<file path="config.mk">
export PLATFORM = sky130hd
export DESIGN_NAME = sa_dataflow_ctrl_flat
export DESIGN_NICKNAME = d
export VERILOG_FILES = /design/src/rtl/sa_dataflow_ctrl_if.sv /design/src/rtl/sa_dataflow_ctrl.sv /design/src/flat_wrapper.sv
export SDC_FILE = /design/constraint.sdc
export NUM_CORES = 1
export LEC_CHECK = 0
export BUFFER_PORTS_ARGS = -buffer_cell sky130_fd_sc_hd__buf_2
export CAP_MARGIN = 20
export CORE_AREA = 2 2 165 167
export CTS_BUF_LIST = sky130_fd_sc_hd__clkbuf_8
export DETAILED_ROUTE_END_ITERATION = 7
export DIE_AREA = 0 0 167 169
export GPL_TIMING_DRIVEN = 0
export PLACE_DENSITY = 0.71
export SYNTH_ARGS = -nofsm -noshare
export SYNTH_HDL_FRONTEND = slang
export SYNTH_SLANG_ARGS = --single-unit
</file>
<file path="constraint.sdc">
create_clock -name clk -period 5.6 [get_ports clk]
set_input_delay 0.56 -clock clk [delete_from_list [all_inputs] [get_ports clk]]
set_output_delay 0.56 -clock clk [all_outputs]
set_load 0.01 [all_outputs]
</file>
<file path="src/rtl/sa_dataflow_ctrl_if.sv">
// Bus bundle between the systolic-array dataflow sequencer and its BRAMs / array.
// The master side is the sequencer; the slave side is the BRAM + array fabric.
interface sa_dataflow_ctrl_if #(
    parameter int ROWS       = 4,
    parameter int COLS       = 4,
    parameter int WORD_SIZE  = 16,
    parameter int ADDR_WIDTH = 4
);
    localparam int RW = (ROWS > 1) ? $clog2(ROWS) : 1;

    logic                      start;
    logic [ADDR_WIDTH:0]       k_len;
    logic                      busy;
    logic                      done;
    logic                      iact_en;
    logic [ADDR_WIDTH-1:0]     iact_addr;
    logic [ROWS*WORD_SIZE-1:0] iact_dout;
    logic                      wt_en;
    logic [ADDR_WIDTH-1:0]     wt_addr;
    logic [COLS*WORD_SIZE-1:0] wt_dout;
    logic                      arr_clear;
    logic [ROWS*WORD_SIZE-1:0] arr_iact;
    logic [ROWS-1:0]           arr_iact_valid;
    logic [COLS*WORD_SIZE-1:0] arr_wt;
    logic [COLS-1:0]           arr_wt_valid;
    logic [RW-1:0]             arr_rd_row;
    logic [COLS*WORD_SIZE-1:0] arr_rd_data;
    logic                      oact_we;
    logic [ADDR_WIDTH-1:0]     oact_addr;
    logic [COLS*WORD_SIZE-1:0] oact_din;

    modport master (
        input  start, k_len, iact_dout, wt_dout, arr_rd_data,
        output busy, done, iact_en, iact_addr, wt_en, wt_addr, arr_clear,
               arr_iact, arr_iact_valid, arr_wt, arr_wt_valid, arr_rd_row,
               oact_we, oact_addr, oact_din
    );

    modport slave (
        output start, k_len, iact_dout, wt_dout, arr_rd_data,
        input  busy, done, iact_en, iact_addr, wt_en, wt_addr, arr_clear,
               arr_iact, arr_iact_valid, arr_wt, arr_wt_valid, arr_rd_row,
               oact_we, oact_addr, oact_din
    );
endinterface

</file>
<file path="src/rtl/sa_dataflow_ctrl.sv">
// Sequencer feeding an output-stationary systolic array from iact/wt BRAMs with
// diagonal skew, waiting for drain, then writing accumulator rows to oact BRAM.
module sa_dataflow_ctrl #(
    parameter int ROWS         = 4,
    parameter int COLS         = 4,
    parameter int WORD_SIZE    = 16,
    parameter int ADDR_WIDTH   = 4,
    parameter int DRAIN_CYCLES = ROWS + COLS
) (
    input  logic               clk,
    input  logic               rst,
    sa_dataflow_ctrl_if.master bus
);
    localparam int RW        = (ROWS > 1) ? $clog2(ROWS) : 1;
    localparam int MAX_RC    = (ROWS > COLS) ? ROWS : COLS;
    localparam int DRAIN_LEN = MAX_RC + 1 + DRAIN_CYCLES;
    localparam int K_MAX     = 2 ** ADDR_WIDTH;
    localparam int TOP_A     = (K_MAX > DRAIN_LEN) ? K_MAX : DRAIN_LEN;
    localparam int CNT_TOP   = (TOP_A > ROWS) ? TOP_A : ROWS;
    localparam int CNT_W     = $clog2(CNT_TOP + 1);

    typedef enum logic [2:0] {S_IDLE, S_FEED, S_DRAIN, S_WRITE, S_DONE} state_t;

    state_t                state_q, state_d;
    logic [CNT_W-1:0]      cnt_q, cnt_d;
    logic [ADDR_WIDTH:0]   k_q, k_d;

    logic                  busy_q, busy_d;
    logic                  done_q, done_d;
    logic                  en_q, en_d;
    logic [ADDR_WIDTH-1:0] addr_q, addr_d;
    logic                  clear_q, clear_d;
    logic [RW-1:0]         rd_row_q, rd_row_d;
    logic                  we_q, we_d;
    logic [ADDR_WIDTH-1:0] oaddr_q, oaddr_d;
    logic                  rd_vld_q, rd_vld_d;

    logic [ROWS*WORD_SIZE-1:0] arr_iact_w;
    logic [ROWS-1:0]           arr_iact_vld_w;
    logic [COLS*WORD_SIZE-1:0] arr_wt_w;
    logic [COLS-1:0]           arr_wt_vld_w;

    // Requests beyond the BRAM depth are clamped so the read address never wraps.
    function automatic logic [ADDR_WIDTH:0] clamp_k(input logic [ADDR_WIDTH:0] k);
        if (k > (ADDR_WIDTH+1)'(K_MAX))
            return (ADDR_WIDTH+1)'(K_MAX);
        return k;
    endfunction

    always_ff @(posedge clk) begin
        if (rst) begin
            state_q <= S_IDLE;
            cnt_q   <= '0;
            k_q     <= '0;
        end else begin
            state_q <= state_d;
            cnt_q   <= cnt_d;
            k_q     <= k_d;
        end
    end

    always_comb begin
        state_d = state_q;
        cnt_d   = cnt_q;
        k_d     = k_q;
        case (state_q)
            S_IDLE: begin
                if (bus.start) begin
                    k_d     = clamp_k(bus.k_len);
                    cnt_d   = '0;
                    state_d = (bus.k_len == '0) ? S_DONE : S_FEED;
                end
            end
            S_FEED: begin
                if (cnt_q == CNT_W'(k_q) - CNT_W'(1)) begin
                    state_d = S_DRAIN;
                    cnt_d   = '0;
                end else begin
                    cnt_d = cnt_q + CNT_W'(1);
                end
            end
            S_DRAIN: begin
                if (cnt_q == CNT_W'(DRAIN_LEN - 1)) begin
                    state_d = S_WRITE;
                    cnt_d   = '0;
                end else begin
                    cnt_d = cnt_q + CNT_W'(1);
                end
            end
            S_WRITE: begin
                if (cnt_q == CNT_W'(ROWS - 1)) begin
                    state_d = S_DONE;
                    cnt_d   = '0;
                end else begin
                    cnt_d = cnt_q + CNT_W'(1);
                end
            end
            S_DONE: begin
                state_d = S_IDLE;
                cnt_d   = '0;
            end
            default: begin
                state_d = S_IDLE;
                cnt_d   = '0;
            end
        endcase
    end

    // Outputs are decoded from the next state so the registered copies line up
    // with state_q; the clear fires on leaving IDLE, including the empty job.
    always_comb begin
        busy_d   = (state_d != S_IDLE);
        done_d   = (state_d == S_DONE);
        en_d     = (state_d == S_FEED);
        addr_d   = (state_d == S_FEED) ? cnt_d[ADDR_WIDTH-1:0] : '0;
        clear_d  = (state_q == S_IDLE) && (state_d != S_IDLE);
        we_d     = (state_d == S_WRITE);
        oaddr_d  = (state_d == S_WRITE) ? cnt_d[ADDR_WIDTH-1:0] : '0;
        rd_row_d = (state_d == S_WRITE) ? cnt_d[RW-1:0] : '0;
        rd_vld_d = en_q;
    end

    always_ff @(posedge clk) begin
        if (rst) begin
            busy_q   <= 1'b0;
            done_q   <= 1'b0;
            en_q     <= 1'b0;
            addr_q   <= '0;
            clear_q  <= 1'b0;
            we_q     <= 1'b0;
            oaddr_q  <= '0;
            rd_row_q <= '0;
            rd_vld_q <= 1'b0;
        end else begin
            busy_q   <= busy_d;
            done_q   <= done_d;
            en_q     <= en_d;
            addr_q   <= addr_d;
            clear_q  <= clear_d;
            we_q     <= we_d;
            oaddr_q  <= oaddr_d;
            rd_row_q <= rd_row_d;
            rd_vld_q <= rd_vld_d;
        end
    end

    // Lane r is delayed r+1 cycles past the BRAM read data to form the diagonal.
    for (genvar r = 0; r < ROWS; r++) begin : g_iact_lane
        logic [WORD_SIZE-1:0] sk_q [0:r];
        logic [WORD_SIZE-1:0] sk_d [0:r];
        logic [r:0]           vld_q, vld_d;

        always_comb begin
            sk_d[0]  = rd_vld_q ? bus.iact_dout[r*WORD_SIZE +: WORD_SIZE] : '0;
            vld_d[0] = rd_vld_q;
            for (int j = 1; j <= r; j++) begin
                sk_d[j]  = sk_q[j-1];
                vld_d[j] = vld_q[j-1];
            end
        end

        always_ff @(posedge clk) begin
            if (rst) begin
                for (int j = 0; j <= r; j++) sk_q[j] <= '0;
                vld_q <= '0;
            end else begin
                sk_q  <= sk_d;
                vld_q <= vld_d;
            end
        end

        assign arr_iact_w[r*WORD_SIZE +: WORD_SIZE] = sk_q[r];
        assign arr_iact_vld_w[r]                    = vld_q[r];
    end

    for (genvar c = 0; c < COLS; c++) begin : g_wt_lane
        logic [WORD_SIZE-1:0] sk_q [0:c];
        logic [WORD_SIZE-1:0] sk_d [0:c];
        logic [c:0]           vld_q, vld_d;

        always_comb begin
            sk_d[0]  = rd_vld_q ? bus.wt_dout[c*WORD_SIZE +: WORD_SIZE] : '0;
            vld_d[0] = rd_vld_q;
            for (int j = 1; j <= c; j++) begin
                sk_d[j]  = sk_q[j-1];
                vld_d[j] = vld_q[j-1];
            end
        end

        always_ff @(posedge clk) begin
            if (rst) begin
                for (int j = 0; j <= c; j++) sk_q[j] <= '0;
                vld_q <= '0;
            end else begin
                sk_q  <= sk_d;
                vld_q <= vld_d;
            end
        end

        assign arr_wt_w[c*WORD_SIZE +: WORD_SIZE] = sk_q[c];
        assign arr_wt_vld_w[c]                    = vld_q[c];
    end

    assign bus.busy           = busy_q;
    assign bus.done           = done_q;
    assign bus.iact_en        = en_q;
    assign bus.iact_addr      = addr_q;
    assign bus.wt_en          = en_q;
    assign bus.wt_addr        = addr_q;
    assign bus.arr_clear      = clear_q;
    assign bus.arr_iact       = arr_iact_w;
    assign bus.arr_iact_valid = arr_iact_vld_w;
    assign bus.arr_wt         = arr_wt_w;
    assign bus.arr_wt_valid   = arr_wt_vld_w;
    assign bus.arr_rd_row     = rd_row_q;
    assign bus.oact_we        = we_q;
    assign bus.oact_addr      = oaddr_q;
    assign bus.oact_din       = bus.arr_rd_data;
endmodule

</file>
<file path="src/flat_wrapper.sv">
// flat-port wrapper written by rule: the top's interface ports become plain ports
module sa_dataflow_ctrl_flat 
#(
    parameter int ROWS         = 4,
    parameter int COLS         = 4,
    parameter int WORD_SIZE    = 16,
    parameter int ADDR_WIDTH   = 4,
    parameter int DRAIN_CYCLES = ROWS + COLS
)
  (clk, rst, bus_start, bus_k_len, bus_iact_dout, bus_wt_dout, bus_arr_rd_data, bus_busy, bus_done, bus_iact_en, bus_iact_addr, bus_wt_en, bus_wt_addr, bus_arr_clear, bus_arr_iact, bus_arr_iact_valid, bus_arr_wt, bus_arr_wt_valid, bus_arr_rd_row, bus_oact_we, bus_oact_addr, bus_oact_din);
  sa_dataflow_ctrl_if #(.ROWS(ROWS), .COLS(COLS), .WORD_SIZE(WORD_SIZE), .ADDR_WIDTH(ADDR_WIDTH)) bus_i ();
  input  logic clk;
  input  logic rst;
  input wire logic [$bits(bus_i.start)-1:0] bus_start;
  input wire logic [$bits(bus_i.k_len)-1:0] bus_k_len;
  input wire logic [$bits(bus_i.iact_dout)-1:0] bus_iact_dout;
  input wire logic [$bits(bus_i.wt_dout)-1:0] bus_wt_dout;
  input wire logic [$bits(bus_i.arr_rd_data)-1:0] bus_arr_rd_data;
  output wire logic [$bits(bus_i.busy)-1:0] bus_busy;
  output wire logic [$bits(bus_i.done)-1:0] bus_done;
  output wire logic [$bits(bus_i.iact_en)-1:0] bus_iact_en;
  output wire logic [$bits(bus_i.iact_addr)-1:0] bus_iact_addr;
  output wire logic [$bits(bus_i.wt_en)-1:0] bus_wt_en;
  output wire logic [$bits(bus_i.wt_addr)-1:0] bus_wt_addr;
  output wire logic [$bits(bus_i.arr_clear)-1:0] bus_arr_clear;
  output wire logic [$bits(bus_i.arr_iact)-1:0] bus_arr_iact;
  output wire logic [$bits(bus_i.arr_iact_valid)-1:0] bus_arr_iact_valid;
  output wire logic [$bits(bus_i.arr_wt)-1:0] bus_arr_wt;
  output wire logic [$bits(bus_i.arr_wt_valid)-1:0] bus_arr_wt_valid;
  output wire logic [$bits(bus_i.arr_rd_row)-1:0] bus_arr_rd_row;
  output wire logic [$bits(bus_i.oact_we)-1:0] bus_oact_we;
  output wire logic [$bits(bus_i.oact_addr)-1:0] bus_oact_addr;
  output wire logic [$bits(bus_i.oact_din)-1:0] bus_oact_din;
  assign bus_i.start = bus_start;
  assign bus_i.k_len = bus_k_len;
  assign bus_i.iact_dout = bus_iact_dout;
  assign bus_i.wt_dout = bus_wt_dout;
  assign bus_i.arr_rd_data = bus_arr_rd_data;
  assign bus_busy = bus_i.busy;
  assign bus_done = bus_i.done;
  assign bus_iact_en = bus_i.iact_en;
  assign bus_iact_addr = bus_i.iact_addr;
  assign bus_wt_en = bus_i.wt_en;
  assign bus_wt_addr = bus_i.wt_addr;
  assign bus_arr_clear = bus_i.arr_clear;
  assign bus_arr_iact = bus_i.arr_iact;
  assign bus_arr_iact_valid = bus_i.arr_iact_valid;
  assign bus_arr_wt = bus_i.arr_wt;
  assign bus_arr_wt_valid = bus_i.arr_wt_valid;
  assign bus_arr_rd_row = bus_i.arr_rd_row;
  assign bus_oact_we = bus_i.oact_we;
  assign bus_oact_addr = bus_i.oact_addr;
  assign bus_oact_din = bus_i.oact_din;
  sa_dataflow_ctrl #(.ROWS(ROWS), .COLS(COLS), .WORD_SIZE(WORD_SIZE), .ADDR_WIDTH(ADDR_WIDTH), .DRAIN_CYCLES(DRAIN_CYCLES)) u_core (.clk(clk), .rst(rst), .bus(bus_i));
endmodule
</file>
==> flow_metrics.env <==
export IMPL_grt_pass1_wl_um=33650
export IMPL_synth_area_leader_cell="dfxtp_1"
export IMPL_outcome="finished clean"
export IMPL_drc=0
export IMPL_multi_input_area_mm2=0.002691
export IMPL_cts_num_sinks=351
export IMPL_cts_hold_fix_buffers=0
export IMPL_dr_pass1_iters=4
export IMPL_cts_resized_gates=0
export IMPL_synth_edff_count=0
export IMPL_synth_top_area_share=0.6700
export IMPL_cts_root_buf="clkbuf_8"
export IMPL_nets=1507
export IMPL_path_clk_slew_ps=60
export IMPL_hpwlAfterDp_um=16650
export IMPL_max_cap_violations=0
export IMPL_min_period_ps=2108
export IMPL_die_area_mm2=0.02822
export IMPL_synthTopCellsByArea="dfxtp_1 (67%), nor2b_1 (12%), and2_1 (7.8%)"
export IMPL_start_kind="register"
export IMPL_crit_buf_inv=1
export IMPL_fin_worst_skew_ps=15.38
export IMPL_cts_path_max_buffers=3
export IMPL_overflow=0
export IMPL_grt_pass1_vias=6478
export IMPL_grt_max_degree=14
export IMPL_wl_um=22370
export IMPL_yosysWarnings=0
export IMPL_vias_per_cell=4.066
export IMPL_die_w_um=167
export IMPL_antenna_found_initial=1
export IMPL_vias=6847
export IMPL_leakagePower_nw=6.600
export IMPL_relSlewSlack=0.3657
export IMPL_synth_flop_cell="dfxtp_1"
export IMPL_core_area_mm2=0.02650
export IMPL_synth_seq_cells=351
export IMPL_gp_congestion=0.8641
export IMPL_report_final_setup_viol=0
export IMPL_grt_setup_unrepaired="no"
export IMPL_max_freq_mhz=474.5
export IMPL_hold_path_class="input pin to register"
export IMPL_register_area_mm2=0.007027
export IMPL_fin_tns_setup_ps=0
export IMPL_critPathMaxStageDelay_ps=460
export IMPL_crit_chain="inv_1, ha_1, xnor2_1, a211oi_1, a21oi_1, o31ai_1, nor3_1"
export IMPL_dp_cells=1590
export IMPL_drt_iter0_drc=237
export IMPL_hp_start="bus_iact_dout[14]"
export IMPL_start_util=0.3958
export IMPL_r2r_start="u_core.k_q[0]"
export IMPL_clock_latency_ps=550
export IMPL_synthToLayoutAreaGrowth_pct=30.88
export IMPL_syn_area_mm2=0.01049
export IMPL_path_max_fanout=5
export IMPL_grt_use_total=0.1504
export IMPL_ys_async_sr_fraction=0
export IMPL_wl_per_cell_um=13.29
export IMPL_timing_final_crit_share=0.3764
export IMPL_layout_drive_gt1_share=0.3890
export IMPL_postSynthCellCount=895
export IMPL_hold_viol_final=0
export IMPL_synth_seq_area_share=0.6700
export IMPL_critPathSlowestCell="o31ai_1"
export IMPL_critical_path_top_delay_family="compound AO/OA/AOI/OAI gates"
export IMPL_cts_tree="built"
export IMPL_yosysUniqueCellTypes=39
export IMPL_post_cts_buffers=0
export IMPL_final_max_slew_viol_count=0
export IMPL_pin_count=420
export IMPL_io_buffers=354
export IMPL_fin_cells=1684
export IMPL_worstSetupPathType="register to register"
export IMPL_worstPathArrival_ps=2520
export IMPL_yosysMostFrequentCell="dfxtp_1"
export IMPL_pwr_density_cell_mw_per_mm2=352.4
export IMPL_cts_buffers=53
export IMPL_die_h_um=169
export IMPL_cts_htree_levels=2
export IMPL_ir_drop_uv=268.2
export IMPL_antenna_left=0
export IMPL_placementRows=60
export IMPL_ys_top_cells_by_count="dfxtp_1 (351), nor2b_1 (197), and2_1 (131)"
export IMPL_syn_area_per_cell_um2=11.72
export IMPL_tightest_slew_ps=942.7
export IMPL_fillers=2410
export IMPL_startpoint="u_core.k_q[0]"
export IMPL_crit_required_ps=6010
export IMPL_cp_end_kind="register"
export IMPL_synth_nets=1098
## state kept, by name, indices dropped and copies added (netlist names), 3 cells and up
register / flops
u_core.g_wt_lane.sk_q: 16
u_core.state_q: 3
u_core.g_iact_lane.sk_q: 16
u_core.bus.oact_addr: 4
u_core.bus.arr_wt: 48
u_core.cnt_q: 5
u_core.g_wt_lane.sk_d: 96
u_core.g_wt_lane.vld_q: 4
u_core.g_iact_lane.sk_d: 96
u_core.bus.iact_addr: 4
u_core.k_q: 5
u_core.bus.arr_iact: 48
## metrics by stage
step	hold slack, ps	worst slack, ps	area (um^2)	utilization	total power [mW]
3_5_place_dp	420.4	3048	12690	0.4787	2.907
2_1_floorplan	413.8	3585	10490	-	2.781
6_report	200.7	3492	13730	0.5179	4.837
3_3_place_gp	416.0	2995	12690	0.4787	2.902
5_1_grt	168.6	3284	13730	0.5179	5.034
4_1_cts	150.6	3496	13720	0.5178	4.902
## worst reg2reg max path, delay by kind of cell (launching register included)
family                   cells  cell delay, ps
adder cells (fa/ha/maj)      1             300
AO/OA/AOI/OAI                3             970
XOR/XNOR                     1             130
buffers and inverters        1              60
flip-flops                   1             390
AND/OR/NAND/NOR              1             110
## power by group
group,total [mW],internal (mW),switching (mW)
logic,0.280,0.145,0.135
registers,2.57,2.55,0.0194
clock network,1.99,1.07,0.915
## placed cells by master, fill, tap and decap left out, types with 3 or more instances in the layout
cell type,n
and2b_2,3
clkbuf_8,67
buf_2,354
nor2_1,12
clkbuf_1,38
nand2_1,13
and2_1,131
inv_1,23
a21oi_1,13
buf_4,77
nand3b_1,5
a211oi_1,7
xnor2_1,3
nor2b_1,197
nor3_1,5
xor2_1,3
clkinv_2,7
dfxtp_1,351
ha_1,3
## layout make-up
cell class	count	area share
sequential	351	0.5119
multi-input combinational	421	0.1961
timing repair buffer	354	0.1291
clock buffer	67	0.06718
buffer	117	0.05442
tap	341	0.03108
clock inverter	26	0.008386
inverter	6	0.001641
antenna	1	0.0001823
## cells by family after synthesis
| group | after synthesis | share of synthesized area |
|---|---|---|
| AND/OR/NAND/NOR | 381 | 0.2238 |
| flip-flops | 351 | 0.6700 |
| buffers and inverters | 123 | 0.07337 |
| AO/OA/AOI/OAI | 31 | 0.02422 |
| XOR/XNOR | 6 | 0.005012 |
| adder cells (fa/ha/maj) | 3 | 0.003579 |
## metal layers
| layer | vias to the layer above | part of all wire | track usage |
|---|---|---|---|
| met3 | 43 | 0.074 | 0.04115 |
| met5 | - | 0 | 0 |
| met4 | 0 | 0.025 | 0.06184 |
| li1 | 3509 | - | - |
| met2 | 256 | 0.48 | 0.2500 |
| met1 | 3039 | 0.42 | 0.1851 |
## worst paths after layout
check	to	slack (ps)	cells past startpoint
min reg2reg	u_core.bus.arr_wt[29]	430	1
max reg2reg	u_core.bus.iact_addr[0]	3490	7
max	u_core.bus.iact_addr[0]	3490	7
min	u_core.g_iact_lane[0].sk_q[14]	200	2
(Power assumes the default switching activity.)
